<file path="config.mk">
export PLATFORM = sky130hd
export DESIGN_NAME = mp_queue
export DESIGN_NICKNAME = d
export VERILOG_FILES = /design/src/rtl/mp_queue.sv
export SDC_FILE = /design/constraint.sdc
export NUM_CORES = 1
export LEC_CHECK = 0
export BUFFER_PORTS_ARGS = -buffer_cell sky130_fd_sc_hd__buf_2
export CAP_MARGIN = 20
export CORE_MARGIN = 2
export CORE_UTILIZATION = 61
export CTS_CLUSTER_SIZE = 40
export DETAILED_ROUTE_END_ITERATION = 6
export PLACE_DENSITY = 0.81
export SLEW_MARGIN = 20
export SYNTH_ARGS = -nofsm -noshare
export SYNTH_HDL_FRONTEND = slang
export SYNTH_SLANG_ARGS = --single-unit
</file>
<file path="constraint.sdc">
create_clock -name clk -period 6.7 [get_ports clk]
set_input_delay 0.335 -clock clk [delete_from_list [all_inputs] [get_ports clk]]
set_output_delay 0.335 -clock clk [all_outputs]
set_load 0.01 [all_outputs]
</file>
<file path="src/rtl/mp_queue.sv">
// rtl/mp_queue.sv - multi-lane circular FIFO with occupancy reporting and single-cycle flush
// Up to NLANE entries in and out per cycle; any DEPTH, full/empty taken from an explicit count.
module mp_queue #(
    parameter int WIDTH = 64,
    parameter int DEPTH = 8,
    parameter int NLANE = 2,
    localparam int CW = $clog2(DEPTH + 1),
    localparam int LW = $clog2(NLANE + 1)
) (
    input  logic                   clk,
    input  logic                   rst,
    input  logic                   flush,
    input  logic [LW-1:0]          enq_cnt,
    input  logic [NLANE*WIDTH-1:0] wdata,
    output logic                   enq_accept,
    input  logic [LW-1:0]          deq_cnt,
    output logic [NLANE*WIDTH-1:0] rdata,
    output logic [NLANE-1:0]       rvalid,
    output logic                   deq_accept,
    output logic [CW-1:0]          count,
    output logic [CW-1:0]          free,
    output logic                   empty,
    output logic                   full
);

    localparam int PW = $clog2(DEPTH);
    localparam logic [PW:0] DEPTH_P = (PW + 1)'(DEPTH);

    logic [WIDTH-1:0] mem [DEPTH];
    logic [PW-1:0]    head;
    logic [PW-1:0]    tail;
    logic [PW-1:0]    wr_idx [NLANE];
    logic [PW-1:0]    rd_idx [NLANE];
    logic [CW-1:0]    enq_add;
    logic [CW-1:0]    deq_sub;

    // One extra bit holds ptr+k before the conditional wrap, so any DEPTH works.
    function automatic logic [PW-1:0] ptr_add(input logic [PW-1:0] p, input logic [PW:0] k);
        logic [PW:0] s;
        s = {1'b0, p} + k;
        if (s >= DEPTH_P) begin
            s = s - DEPTH_P;
        end
        return s[PW-1:0];
    endfunction

    assign free  = CW'(DEPTH) - count;
    assign empty = (count == '0);
    assign full  = (count == CW'(DEPTH));

    assign enq_accept = (enq_cnt != '0) && (CW'(enq_cnt) <= free) && !flush;
    assign deq_accept = (deq_cnt != '0) && (CW'(deq_cnt) <= count) && !flush;

    assign enq_add = enq_accept ? CW'(enq_cnt) : '0;
    assign deq_sub = deq_accept ? CW'(deq_cnt) : '0;

    always_comb begin
        for (int i = 0; i < NLANE; i++) begin
            wr_idx[i] = ptr_add(tail, (PW + 1)'(i));
            rd_idx[i] = ptr_add(head, (PW + 1)'(i));
        end
    end

    // Zero-latency read; lanes beyond the occupancy read as zero.
    always_comb begin
        rdata  = '0;
        rvalid = '0;
        for (int i = 0; i < NLANE; i++) begin
            rvalid[i] = (count > CW'(i));
            if (rvalid[i]) begin
                rdata[i*WIDTH +: WIDTH] = mem[rd_idx[i]];
            end
        end
    end

    always_ff @(posedge clk) begin
        if (!rst && enq_accept) begin
            for (int i = 0; i < NLANE; i++) begin
                if (LW'(i) < enq_cnt) begin
                    mem[wr_idx[i]] <= wdata[i*WIDTH +: WIDTH];
                end
            end
        end
    end

    always_ff @(posedge clk) begin
        if (rst) begin
            head  <= '0;
            tail  <= '0;
            count <= '0;
        end else if (flush) begin
            head  <= '0;
            tail  <= '0;
            count <= '0;
        end else begin
            if (enq_accept) begin
                tail <= ptr_add(tail, (PW + 1)'(enq_cnt));
            end
            if (deq_accept) begin
                head <= ptr_add(head, (PW + 1)'(deq_cnt));
            end
            count <= count + enq_add - deq_sub;
        end
    end

endmodule

</file>
==> run summary <==
GR Util All Layers: 33.1%
Worst Path Arrival: 4.33 ns
Setup Skew: 0.0123 ns
Post-synth cell types: 44
R2r setup slk: 2.59 ns
Slew Viols, Final: 0
Post-synth EDFFs: 512
Wire length per cell after detailed routing: 30.1 um
Initial core utilization: 61.6%
Worst Hold Slack: 0.101 ns
Fmax: 243 MHz
Maxcap violations: 0
Worst Path Max Fanout: 52
Core Box Area: 50000 um^2
Max VDD drop: 0.433 mV
Minimum clock period: 4.11 ns
Proportion of layout cells with a drive suffix above 1: 49.2%
Mapped Cells: 1901
GP Congestion: 0.856
Buf+Inv Stages, Crit Path: 4
Largest net degree at the start of global routing: 72
Commonest register cell after synthesis: edfxtp_1
Setup violations, final: 0
Sequential-to-total area share from yosys stat: 50.8%
Synthesis-to-finish area growth: 11.6%
Detail Route Antenna Nets: 0
Total Power: 9.67 mW
Initial antenna violation count: 18
Die Y: 229 um
Final period util: 61.3%
Final Hold Viols: 0
Required @ worst endpoint: 6.93 ns
Startpoint types: flop
Port-buffer cells: 276
First-pass GRT wire length: 129000 um
Leading area contributor after synthesis: edfxtp_1
CTS Hold Bufs: 0
Synth top area cells: edfxtp_1 50%, mux4_2 19%, mux2_2 15%
Crit-path leading delay family: buffers and inverters
Post-CTS setup buffers: 0
Final setup TNS: 0 ns
Total grt overflow: 0
Width of the die: 229 um
Die area: 52200 um^2
First drt pass iteration count: 6
Outcome: complete, no violations
Most common library cells after synthesis: 512 x edfxtp_1, 401 x mux2_2, 256 x mux4_2, 139 x nand2_1, 111 x mux2_1
Final #Nets: 2286
Skew-Pair Late Insertion Delay: 0.61 ns
Syn Area/Cell: 16.2 um^2
Syn Nets: 2057
RSZ-0062 raised after global routing: false
CTS max path bufs: 3
Reg clk slew, reported paths: 0.06 ns
Final WL: 86000 um
Vias in the first global route: 21000
# DRC: 0
Synthesis-stage register bit count: 525
Critical path class: flop to flop
Post-Syn Area: 30800 um^2
Leakage power: 11.3 nW
Via count: 19900
Critical Path Sink Type: flop
CTS tree: yes
Htree depth: 2
CTS root buf: clkbuf_16
IO Pins: 277
Synth top area share: 50.0%
Post-cts resize count: 0
Slowest stage delay, CP: 0.88 ns
Pwr dens: 282 nW/um^2
Crit path cell chain: inv_1, ha_1, inv_1, ha_1, nand2b_1, a221o_1, o211ai_1, buf_4, nor2_4, buf_4
CTS Sinks: 525
Slew headroom: 21.6%
Vias per inst: 6.94
Count leader, synth: edfxtp_1
Hpwl dp: 47600 um
Initial DRC Count: 2334
CTS buffer count: 56
Asr flop ratio synth: 0%
Row cnt: 82
Yosys warnings: 0
Worst-Margin Slew: 1.17 ns
Hold crit path type: primary input to flop
Crit-path slowest cell: buf_4
layout make-up:
cell class	instances	area, um^2
Clock inverter	22	119
Multi-Input combinational cell	1208	14400
Inverter	24	90.1
Antenna cell	16	40.0
Timing Repair Buffer	315	1720
Clock buffer	78	1510
Fill cell	3324	15600
Sequential cell	525	15700
Tap cell	672	841
cells by family after synthesis:
group / count (synthesis) / synth area share, %
mux: 835 / 39.7
flops: 525 / 50.8
simple gates: 248 / 3.30
buf+inv: 168 / 2.93
compound gates: 96 / 2.03
fa+ha+maj: 21 / 0.952
xor+xnor: 8 / 0.289
metal layers:
layer | wire, um | up-vias | global-route usage [%]
li1 | - | 8171 | -
met1 | 32300 | 10300 | 44.5
met2 | 41900 | 1215 | 53.4
met3 | 9060 | 199 | 7.47
met4 | 2640 | 14 | 12.5
met5 | 88 | - | 0
path summary, 6_finish.rpt:
check,startpoint,endpoint,depth (start not counted)
setup / recovery,count[0]$_SDFF_PP0_,mem[3][20]$_DFFE_PP_,10
hold / removal,wdata[80],mem[4][16]$_DFFE_PP_,2
hold reg to reg,head[2]$_SDFFE_PP0N_,flop,2
setup reg to reg,count[0]$_SDFF_PP0_,mem[3][20]$_DFFE_PP_,10
sequential cells by signal, summed over array words and instances (netlist names), named ones only:
register  cells
tail          3
mem         512
count         4
head          3
power by group:
group	internal, mW	leakage [nW]	switching [mW]
clock	1.59	0.785	1.27
sequential	3.77	4.73	0.101
combinational	1.12	5.83	1.81
total	6.49	11.3	3.18
cells in the final DEF (no fill, tap or decap), drive strengths merged, types with 4 or more instances in the layout:
cell type,netlist,layout
nor3,10,10
o211ai,7,7
nand3,9,9
ha,17,17
xnor2,6,6
diode,0,16
mux2,512,512
a31oi,7,7
clkinv,0,20
edfxtp,512,512
dfxtp,13,13
a21oi,73,73
mux2i,67,67
clkbuf,39,78
fa,4,4
nor2,77,77
and2,4,4
nand2,139,139
inv,24,24
mux4,256,256
buf,105,315
through the flow:
stage	utilization (%)	instance area (um^2)	instances	setup WS, ns
final	68.7	34300	2860	2.59
after CTS	68.6	34300	2844	2.62
after floorplan	-	30800	1901	0.966
after global placement	65.4	32700	2744	2.70
after detailed placement	65.4	32700	2744	2.61
after global routing	68.7	34300	2853	2.42
No activity file was read; power rests on OpenSTA's default activity.
